## config.mk

```make
export PLATFORM = sky130hd
export DESIGN_NAME = mmio_controller
export DESIGN_NICKNAME = d
export VERILOG_FILES = /design/src/rtl/mmio_controller.sv
export SDC_FILE = /design/constraint.sdc
export NUM_CORES = 1
export LEC_CHECK = 0
export BUFFER_PORTS_ARGS = -buffer_cell sky130_fd_sc_hd__buf_2
export CAP_MARGIN = 20
export CORE_AREA = 2 2 164 166
export DETAILED_ROUTE_END_ITERATION = 6
export DIE_AREA = 0 0 166 168
export GPL_ROUTABILITY_DRIVEN = 0
export PLACE_DENSITY = 0.47
export SKIP_CTS_REPAIR_TIMING = 1
export SLEW_MARGIN = 30
export SYNTH_ARGS = -nofsm -noshare
export SYNTH_HDL_FRONTEND = slang
export SYNTH_SLANG_ARGS = --single-unit
```

## constraint.sdc

```tcl
create_clock -name clk_i -period 5.6 [get_ports clk_i]
set_input_delay 0.84 -clock clk_i [delete_from_list [all_inputs] [get_ports clk_i]]
set_output_delay 0.84 -clock clk_i [all_outputs]
set_load 0.05 [all_outputs]
```

## src/rtl/mmio_controller.sv

```systemverilog
// mmio_controller: bridges a single-outstanding CPU valid/ready request channel
// onto a set of MMIO slots. It decodes the slot index from the upper address bits
// and drives that slot's chip select and strobes until the slot reports done.
// It then returns read data and an error code on a valid/ready response channel.
//
// Optional feature: define MMIO_TIMEOUT_EN to bound the ACCESS state with an
// up-counter. When the counter reaches TIMEOUT_CYCLES without a done, the access
// is aborted with error code 11. Without the macro, ACCESS waits indefinitely.
//
// state  | meaning
// -------+-------------------------------------------------------------
// IDLE   | req_ready high, waiting for a CPU request
// ACCESS | selected slot driven, waiting for its rd/wr done (or timeout)
// RESP   | rsp_valid high, response held until rsp_ready

module mmio_controller #(
    parameter int NUM_SLOTS      = 8,
    parameter int ADDR_W         = 8,
    parameter int TIMEOUT_CYCLES = 255
) (
    input  logic                      clk_i,
    input  logic                      arst_i,

    input  logic                      req_valid_i,
    output logic                      req_ready_o,
    input  logic                      req_write_i,
    input  logic [ADDR_W-1:0]         req_addr_i,
    input  logic [31:0]               req_wdata_i,

    output logic                      rsp_valid_o,
    input  logic                      rsp_ready_i,
    output logic [31:0]               rsp_rdata_o,
    output logic [1:0]                rsp_err_o,

    output logic [NUM_SLOTS-1:0]      slot_cs_o,
    output logic                      slot_read_o,
    output logic                      slot_write_o,
    output logic [3:0]                slot_addr_o,
    output logic [31:0]               slot_wr_data_o,
    input  logic [32*NUM_SLOTS-1:0]   slot_rd_data_i,
    input  logic [NUM_SLOTS-1:0]      slot_rd_done_i,
    input  logic [NUM_SLOTS-1:0]      slot_wr_done_i,
    input  logic [NUM_SLOTS-1:0]      slot_slave_error_i,
    input  logic [NUM_SLOTS-1:0]      slot_decode_error_i
);

    typedef enum logic [1:0] {
        ST_IDLE   = 2'd0,
        ST_ACCESS = 2'd1,
        ST_RESP   = 2'd2
    } state_t;

    localparam logic [1:0] ERR_OK      = 2'b00;
    localparam logic [1:0] ERR_SLAVE   = 2'b01;
    localparam logic [1:0] ERR_DECODE  = 2'b10;
    localparam logic [1:0] ERR_TIMEOUT = 2'b11;

    state_t state_q, state_d;

    // The slot-facing registers double as the request latches: while in ACCESS
    // they hold the accepted direction, register address and write data.
    logic [NUM_SLOTS-1:0] slot_cs_q, slot_cs_d;
    logic                 slot_read_q, slot_read_d;
    logic                 slot_write_q, slot_write_d;
    logic [3:0]           slot_addr_q, slot_addr_d;
    logic [31:0]          slot_wr_data_q, slot_wr_data_d;
    logic [31:0]          rsp_rdata_q, rsp_rdata_d;
    logic [1:0]           rsp_err_q, rsp_err_d;

    logic [31:0]          req_slot;
    logic                 req_in_range;
    logic [NUM_SLOTS-1:0] req_onehot;
    logic                 done_hit;
    logic                 dec_hit;
    logic                 slv_hit;
    logic [31:0]          sel_rdata;
    logic                 timeout_hit;

    // Slot index compare is done in 32 bits so any ADDR_W / NUM_SLOTS mix works.
    assign req_slot     = 32'(req_addr_i[ADDR_W-1:4]);
    assign req_in_range = (req_slot < 32'(NUM_SLOTS));

    // One-hot select for the requested slot (all zero when out of range).
    always_comb begin
        req_onehot = '0;
        for (int i = 0; i < NUM_SLOTS; i++) begin
            req_onehot[i] = (req_slot == 32'(i));
        end
    end

    // Status and read data are qualified by the registered chip select. Any
    // non-selected slot is masked off, and nothing is selected outside ACCESS,
    // so trailing done pulses cannot leak into a later transaction.
    assign done_hit = slot_write_q ? |(slot_wr_done_i & slot_cs_q)
                                   : |(slot_rd_done_i & slot_cs_q);
    assign dec_hit  = |(slot_decode_error_i & slot_cs_q);
    assign slv_hit  = |(slot_slave_error_i & slot_cs_q);

    // Read-data mux: OR of the selected slot's word.
    always_comb begin
        sel_rdata = '0;
        for (int i = 0; i < NUM_SLOTS; i++) begin
            if (slot_cs_q[i]) begin
                sel_rdata = sel_rdata | slot_rd_data_i[32*i +: 32];
            end
        end
    end

`ifdef MMIO_TIMEOUT_EN
    localparam int TMO_W = (TIMEOUT_CYCLES < 1) ? 1 : $clog2(TIMEOUT_CYCLES + 1);

    logic [TMO_W-1:0] tmo_q, tmo_d;

    // The counter holds the number of ACCESS cycles already spent, so the
    // limit is reached during the TIMEOUT_CYCLES-th ACCESS cycle.
    assign timeout_hit = (tmo_q == TMO_W'(TIMEOUT_CYCLES - 1));

    // Access-cycle counter: cleared while idle (i.e. on entry to ACCESS), counts each ACCESS cycle without done.
    always_comb begin
        tmo_d = tmo_q;
        if (state_q == ST_IDLE) begin
            tmo_d = '0;
        end else if ((state_q == ST_ACCESS) && !done_hit) begin
            tmo_d = tmo_q + 1'b1;
        end
    end

    // Access-cycle counter register.
    always_ff @(posedge clk_i or posedge arst_i) begin
        if (arst_i) begin
            tmo_q <= '0;
        end else begin
            tmo_q <= tmo_d;
        end
    end
`else
    logic unused_timeout_cfg;

    assign timeout_hit        = 1'b0;
    assign unused_timeout_cfg = ^TIMEOUT_CYCLES;
`endif

    // FSM state register.
    always_ff @(posedge clk_i or posedge arst_i) begin
        if (arst_i) begin
            state_q <= ST_IDLE;
        end else begin
            state_q <= state_d;
        end
    end

    // FSM next-state logic; a done seen together with the timeout limit wins.
    always_comb begin
        state_d = state_q;
        unique case (state_q)
            ST_IDLE: begin
                if (req_valid_i) begin
                    state_d = req_in_range ? ST_ACCESS : ST_RESP;
                end
            end
            ST_ACCESS: begin
                if (done_hit || timeout_hit) begin
                    state_d = ST_RESP;
                end
            end
            ST_RESP: begin
                if (rsp_ready_i) begin
                    state_d = ST_IDLE;
                end
            end
            default: state_d = ST_IDLE;
        endcase
    end

    // FSM output logic: next values for the registered slot and response outputs.
    always_comb begin
        slot_cs_d      = slot_cs_q;
        slot_read_d    = slot_read_q;
        slot_write_d   = slot_write_q;
        slot_addr_d    = slot_addr_q;
        slot_wr_data_d = slot_wr_data_q;
        rsp_rdata_d    = rsp_rdata_q;
        rsp_err_d      = rsp_err_q;

        unique case (state_q)
            ST_IDLE: begin
                if (req_valid_i) begin
                    if (req_in_range) begin
                        slot_cs_d      = req_onehot;
                        slot_read_d    = ~req_write_i;
                        slot_write_d   = req_write_i;
                        slot_addr_d    = req_addr_i[3:0];
                        slot_wr_data_d = req_wdata_i;
                    end else begin
                        rsp_rdata_d = '0;
                        rsp_err_d   = ERR_DECODE;
                    end
                end
            end
            ST_ACCESS: begin
                if (done_hit || timeout_hit) begin
                    slot_cs_d      = '0;
                    slot_read_d    = 1'b0;
                    slot_write_d   = 1'b0;
                    slot_addr_d    = '0;
                    slot_wr_data_d = '0;
                end
                if (done_hit) begin
                    if (dec_hit) begin
                        rsp_err_d   = ERR_DECODE;
                        rsp_rdata_d = '0;
                    end else if (slv_hit) begin
                        rsp_err_d   = ERR_SLAVE;
                        rsp_rdata_d = '0;
                    end else begin
                        rsp_err_d   = ERR_OK;
                        rsp_rdata_d = slot_read_q ? sel_rdata : 32'h0;
                    end
                end else if (timeout_hit) begin
                    rsp_err_d   = ERR_TIMEOUT;
                    rsp_rdata_d = '0;
                end
            end
            ST_RESP: begin
                if (rsp_ready_i) begin
                    rsp_rdata_d = '0;
                    rsp_err_d   = ERR_OK;
                end
            end
            default: begin
                slot_cs_d    = '0;
                slot_read_d  = 1'b0;
                slot_write_d = 1'b0;
            end
        endcase
    end

    // Registered slot-side and response-side outputs.
    always_ff @(posedge clk_i or posedge arst_i) begin
        if (arst_i) begin
            slot_cs_q      <= '0;
            slot_read_q    <= 1'b0;
            slot_write_q   <= 1'b0;
            slot_addr_q    <= '0;
            slot_wr_data_q <= '0;
            rsp_rdata_q    <= '0;
            rsp_err_q      <= ERR_OK;
        end else begin
            slot_cs_q      <= slot_cs_d;
            slot_read_q    <= slot_read_d;
            slot_write_q   <= slot_write_d;
            slot_addr_q    <= slot_addr_d;
            slot_wr_data_q <= slot_wr_data_d;
            rsp_rdata_q    <= rsp_rdata_d;
            rsp_err_q      <= rsp_err_d;
        end
    end

    // req_ready is forced low for as long as reset is held.
    assign req_ready_o    = (state_q == ST_IDLE) && !arst_i;
    assign rsp_valid_o    = (state_q == ST_RESP);
    assign rsp_rdata_o    = rsp_rdata_q;
    assign rsp_err_o      = rsp_err_q;
    assign slot_cs_o      = slot_cs_q;
    assign slot_read_o    = slot_read_q;
    assign slot_write_o   = slot_write_q;
    assign slot_addr_o    = slot_addr_q;
    assign slot_wr_data_o = slot_wr_data_q;

endmodule

```

==> out/results.tsv, run 1 <==
stage	metric	value	unit
timing	finalSetupViolCount	0	
routing	drt.antenna.violating_nets	0	
timing	fin_crit	2.91	ns
timing	skew	0.00556	ns
timing	worst_slack	2.69	ns
floorplan	pin_count	415	
synthesis	synth_seq_cells	82	
synthesis	synth_top_family_by_area	compound AO/OA/AOI/OAI gates	
run	max-cap-violations	0	
cells_and_area	drive_above_1_share	0.547	
clock_network	clock_latency	0.34	ns
timing	slew_violations	0	
floorplan	core_area	26400	sq um
routing	vias	6078	
global_route	grt_pass1_wl	38100	microns
setup_path	worstPathRequired	5.82	ns
synthesis	ys_seq_area_frac	0.402	
pwr	pwr_density_cell	176	nW/um^2
timing	fin_setup_tns	0	ns
synthesis	synth_xor_area_frac	0	
global_route	grt_antenna_before_repair	2	
setup_path	crit_fanout	20	
setup_path	endpoint_kind	register	
worst_hold_path	min_to	slot_wr_data_o[29]	
synthesis	synth-simple-area-share	0.0887	
place	place_ws	2.26	ns
global_route	grt_use_total	0.180	
synthesis	yosysUniqueCellTypes	37	
cells_and_area	area_growth	51.8	%
routing	drc	0	
floorplan	row_count	60	
place	dpl.hpwl	19900	microns
setup_path	reg2reg_depth	7	
synthesis	synth.area.mux_share	0.119	
cells_and_area	fill_cells	2871	
global_route	grt_pass1_vias	6021	
clock_network	cts_tree	built	
cells_and_area	nNetsFinal	1239	
run_status	outcome	completed	
setup_path	cp.arrival	3.13	ns
synthesis	synth_compound_area_frac	0.317	
floorplan	die_area	27900	sq um
setup_path	path_cells	buf_2, a222oi_1, inv_1, o221ai_2, a211o_2, buf_4, mux2_1	
cells_and_area	fin_util	0.294	
synthesis	syn_nets	853	
setup_path	timing.reg2reg.setup_slack	2.71	ns
pwr	total_power	1.37	mW
routing	initialDrtViolationCount	335	
place	port_buffers	414	
global_route	grt_max_degree	73	
floorplan	start_util	0.194	
setup_path	cp_slowest_cell	a211o_2	
setup_path	critical_path.top_delay_family	compound AO/OA/AOI/OAI gates	
setup_path	cp_num_buf_inv	3	
clock_network	cts_buffers	9	
timing	max_slew_margin	0.471	
floorplan	die_w	166	microns
routing	via_per_inst	4.86	
timing	rsz0062_at_grt	no	
setup_path	r2r-start	slot_cs_o[0]	
setup_path	worst_r2r_endpoint	rsp_rdata_o[26]	
worst_hold_path	worstHoldStart	slot_wr_data_o[29]	
cells_and_area	regArea	2060	sq um
cells_and_area	multi_input_area	2740	sq um
synthesis	synthAdderAreaFrac	0.00980	
pwr	vdd_drop_max	88.0	uV
synthesis	yosys_warnings	0	
floorplan	die_y	168	microns
synthesis	syn_inst	516	
synthesis	syn_area_per_cell	9.90	sq um
clock_network	max-clock-path-buffers	2	
clock_network	cts.htree.levels	3	
timing	hold_viol	0	
worst_hold_path	min_path_type	reg -> reg	
setup_path	slowest_delay	0.48	ns
clock_network	clock_sinks	82	
setup_path	start_kind	primary input	
pwr	leakage	3.87	nW
synthesis	synthTopCellsByArea	dfrtp_1 (40%), a22oi_1 (11%), mux2_4 (8.8%)	
synthesis	synth_top_area_frac	0.402	
worst_hold_path	min_path_cells	2	
timing	tightestPinTransition	0.794	ns
timing	finalCritPeriodShare	0.519	
setup_path	critPathKind	in -> reg	
global_route	grt.overflow.total	0	
synthesis	yosysTopAreaCell	dfrtp_1	
routing	drt-pass1-iter-count	5	
routing	wirelength	26100	microns
clock_network	cts_root_buf	clkbuf_16	
timing	fmax	344	MHz
timing	hold_slack	0.475	ns
synthesis	syn_area	5110	sq um
clock_network	clkTransAtPathRegs	0.06	ns
routing	wl_per_cell	20.8	microns
## cells in the final DEF (no fill, tap or decap), types with 4 or more instances in the layout
master     netlist  layout
a221oi_1        32      32
a22o_1          32      32
a22oi_1         74      74
a31oi_1         34      34
buf_2            5     414
buf_4            6      13
clkbuf_16        0       9
dfrtp_1         82      75
dfrtp_2          0       7
ha_1             4       4
inv_1            8       7
mux2_2          11      11
mux2_4          30      30
nand2_1         79      79
nor2_1           7       7
o21ai_0         38      38
## layout make-up
class                      count  area share
antenna                        3    0.000968
clock buffer                  10      0.0308
clock inverter                 6     0.00936
inverter                       8     0.00420
multi-input combinational    374       0.354
sequential                    82       0.266
tap                          341      0.0550
timing repair buffer         427       0.280
## worst max-delay path by stage
stage	from	to	depth (start not counted)
after floorplan	arst_i	rsp_err_o[0]	1
after global placement	slot_wr_done_i[1]	rsp_rdata_o[27]	7
after detailed placement	slot_wr_done_i[1]	rsp_rdata_o[26]	7
after CTS	slot_cs_o[2]	rsp_rdata_o[26]	6
after global routing	slot_cs_o[0]	rsp_rdata_o[27]	7
final	slot_wr_done_i[1]	rsp_rdata_o[26]	7
## metrics by stage
step / std cells / cell area (sq um)
6_report: 1251 / 7750
4_1_cts: 1248 / 7740
2_1_floorplan: 516 / 5110
3_5_place_dp: 1232 / 7430
3_3_place_gp: 1232 / 7430
5_1_grt: 1250 / 7750
## flip-flops by register name, summed over array words and instances (netlist names)
register / flops
rsp_err_o: 2
rsp_rdata_o: 32
slot_addr_o: 4
slot_cs_o: 8
slot_read_o: 1
slot_wr_data_o: 32
slot_write_o: 1
state_q: 2
## per-layer routing
layer / GRT usage / wire [microns] / vias up
met5: 0 / 0 / -
met4: 0.0654 / 542 / 0
met3: 0.0310 / 1520 / 33
met2: 0.292 / 12600 / 279
met1: 0.241 / 11400 / 2982
li1: - / - / 2784
## worst min-delay path: cells and delay by family (launching register included)
| family | cells | cell delay, ns |
|---|---|---|
| compound gates | 1 | 0.06 |
| flops | 1 | 0.34 |
| simple gates | 1 | 0.05 |
## power by group
group	switching (mW)	total [mW]	internal (mW)
logic	0.0567	0.139	0.0827
clock network	0.272	0.634	0.363
registers	0	0.592	0.592
total	0.328	1.37	1.04
## cells in the mapped netlist
cell / count
nor3_1: 2
and3b_1: 1
a31oi_1: 34
and4_1: 1
a21oi_1: 3
inv_1: 8
and3_1: 1
a22oi_1: 74
buf_6: 3
mux2_4: 30
dfrtp_1: 82
nand2b_1: 3
buf_4: 6
o21ai_0: 38
nand4_1: 2
ha_1: 4
buf_2: 5
buf_1: 1
a22o_1: 32
o221ai_2: 2
a311o_1: 1
or3b_2: 1
mux2i_1: 1
o22a_1: 1
nand2_1: 79
nand3b_1: 3
a211o_1: 1
buf_12: 3
nor2b_1: 3
a222oi_1: 3
nand4b_1: 1
nor2_1: 7
mux2_2: 11
clkbuf_1: 34
and2_1: 1
a221oi_1: 32
mux2_1: 2
## cells by family (layout without fill, tap and decap cells)
group                    after synthesis  after routing
AO/OA/AOI/OAI                        221            221
AND/OR/NAND/NOR                      105            105
flip-flops                            82             82
buffers and inverters                 60            451
multiplexers                          44             44
adder cells (fa/ha/maj)                4              4
other                                  0              3
No activity file was read; power rests on OpenSTA's default activity.
==> run 2: changes to the inputs <==
--- a/config.mk
+++ b/config.mk
@@ -7,11 +7,11 @@
 export LEC_CHECK = 0
 export BUFFER_PORTS_ARGS = -buffer_cell sky130_fd_sc_hd__buf_2
 export CAP_MARGIN = 20
-export CORE_AREA = 2 2 164 166
+export CORE_AREA = 2 2 159 161
 export DETAILED_ROUTE_END_ITERATION = 6
-export DIE_AREA = 0 0 166 168
+export DIE_AREA = 0 0 161 163
 export GPL_ROUTABILITY_DRIVEN = 0
-export PLACE_DENSITY = 0.47
+export PLACE_DENSITY = 0.51
 export SKIP_CTS_REPAIR_TIMING = 1
 export SLEW_MARGIN = 30
 export SYNTH_ARGS = -nofsm -noshare
==> constraint.sdc (replaced) <==
create_clock -name clk_i -period 2.35 [get_ports clk_i]
set_input_delay 0.3525 -clock clk_i [delete_from_list [all_inputs] [get_ports clk_i]]
set_output_delay 0.3525 -clock clk_i [all_outputs]
set_load 0.05 [all_outputs]
==> out/results.tsv, run 2 (synthesized netlist as in run 1, its figures left out) <==
stage	metric	value	unit
routing	via_per_inst	4.83	
routing	drt.antenna.violating_nets	0	
clock_network	cts_root_buf	clkbuf_16	
pwr	swShare	0.254	
run	max-cap-violations	0	
pwr	pwr-share-clk	0.443	
timing	fin_setup_tns	0	ns
timing	finalCritPeriodShare	0.929	
routing	vias	6054	
clock_network	cts.htree.levels	3	
cells_and_area	final_common_cell	buf_2	
timing	rsz0062_at_grt	no	
global_route	grt.overflow.total	0	
floorplan	die_y	163	microns
floorplan	die_area	26200	sq um
setup_path	cp.arrival	2.41	ns
global_route	grt_pass1_vias	5983	
pwr	leakage	3.96	nW
cells_and_area	layout.cells.most_common_list	buf_2 (414), nand2_1 (79), dfrtp_1 (75)	
routing	wl_per_cell	21.3	microns
clock_network	clock_latency	0.35	ns
global_route	grt_max_degree	83	
clock_network	cts_buffers	9	
timing	tightestPinTransition	0.545	ns
global_route	grt_antenna_before_repair	4	
place	place_area	7590	sq um
floorplan	die_w	161	microns
cells_and_area	drive_above_1_share	0.553	
run_status	outcome	completed	
place	dpl.hpwl	21000	microns
routing	wirelength	26800	microns
global_route	grt_pass1_wl	38200	microns
routing	drc	0	
routing	initialDrtViolationCount	355	
pwr	vdd_drop_max	269	uV
cells_and_area	finalInstanceArea	7890	sq um
setup_path	crit_start	state_q[1]	
setup_path	worstPathRequired	2.58	ns
routing	drt-pass1-iter-count	4	
cells_and_area	area_growth	54.4	%
pwr	power_frac_comb	0.107	
pwr	total_power	3.14	mW
global_route	grt_use_total	0.195	
cells_and_area	fin_util	0.320	
setup_path	critPathKind	reg -> reg	
setup_path	endpoint_kind	register	
timing	fin_crit	2.18	ns
place	dp.cells	1234	
place	port_buffers	414	
timing	max_slew_margin	0.636	
pwr	power.share.sequential	0.450	
clock_network	cts_tree	built	
timing	fmax	458	MHz
setup_path	r2r-start	state_q[1]	
cells_and_area	stdcell_count	1254	
floorplan	row_count	58	
pwr	p_int	2.34	mW
cells_and_area	nNetsFinal	1253	
timing	finalSetupViolCount	0	
clock_network	max-clock-path-buffers	2	
clock_network	clock_sinks	82	
timing	skew	0.0107	ns
timing	slew_violations	0	
floorplan	pin_count	415	
floorplan	start_util	0.207	
pwr	pwr_density_cell	398	nW/um^2
worst_hold_path	min_path_type	in -> async	
setup_path	crit_fanout	10	
floorplan	core_area	24700	sq um
pwr	netSwitchingPower	0.797	mW
timing	hold_viol	0	
clock_network	clkTransAtPathRegs	0.07	ns
setup_path	start_kind	register	
==> run 2: through the flow <==
stage / hold WS [ns] / setup slack [ns]
5_1_grt: 0.190 / 0.00670
3_3_place_gp: 0.457 / 0.150
6_report: 0.103 / 0.166
4_1_cts: 0.167 / 0.0771
2_1_floorplan: 0.489 / 0.135
3_5_place_dp: 0.465 / 0.0871
==> run 2: worst paths after layout <==
path	endpoint	depth (start not counted)	slack, ns
max reg2reg	slot_cs_o[1]	9	0.17
min in group clk_i	slot_addr_o[2]	3	0.24
max	slot_cs_o[1]	9	0.17
max in group asynchronous	rsp_rdata_o[9]	3	1.78
min	slot_cs_o[3]	3	0.10
min reg2reg	slot_wr_data_o[21]	2	0.47
==> run 2: layout make-up <==
cell class	count	area [sq um]
timing repair buffer	441	2350
tap	330	413
multi-input combinational	374	2740
sequential	82	2060
inverter	8	33.8
clock inverter	6	47.5
antenna	3	7.51
fill	2666	16800
clock buffer	10	229
==> run 2: metal layers <==
| metal | global-route usage | share of wire | routed length, microns | vias to the layer above |
|---|---|---|---|---|
| met5 | 0 | 0 | 0 | - |
| met3 | 0.0441 | 0.062 | 1660 | 44 |
| li1 | - | - | - | 2815 |
| met2 | 0.324 | 0.48 | 12900 | 298 |
| met1 | 0.254 | 0.43 | 11600 | 2897 |
| met4 | 0.0580 | 0.022 | 583 | 0 |
==> run 2: power by group through the flow <==
stage,Combinational [mW],Clock (mW),Sequential (mW)
floorplan,0.0275,0,1.44
finish,0.337,1.39,1.41
global placement,0.338,0,1.44
CTS,0.339,1.46,1.41
detailed placement,0.338,0,1.44
global route,0.371,1.52,1.41
==> run 2: critical path, cell delays in order, from the launching register on <==
cell,delay [ns]
dfrtp_1,0.42
inv_1,0.09
ha_1,0.18
nand2_1,0.06
nand4b_1,0.25
buf_4,0.20
o22a_1,0.22
nand3b_1,0.09
buf_4,0.20
mux2_2,0.36
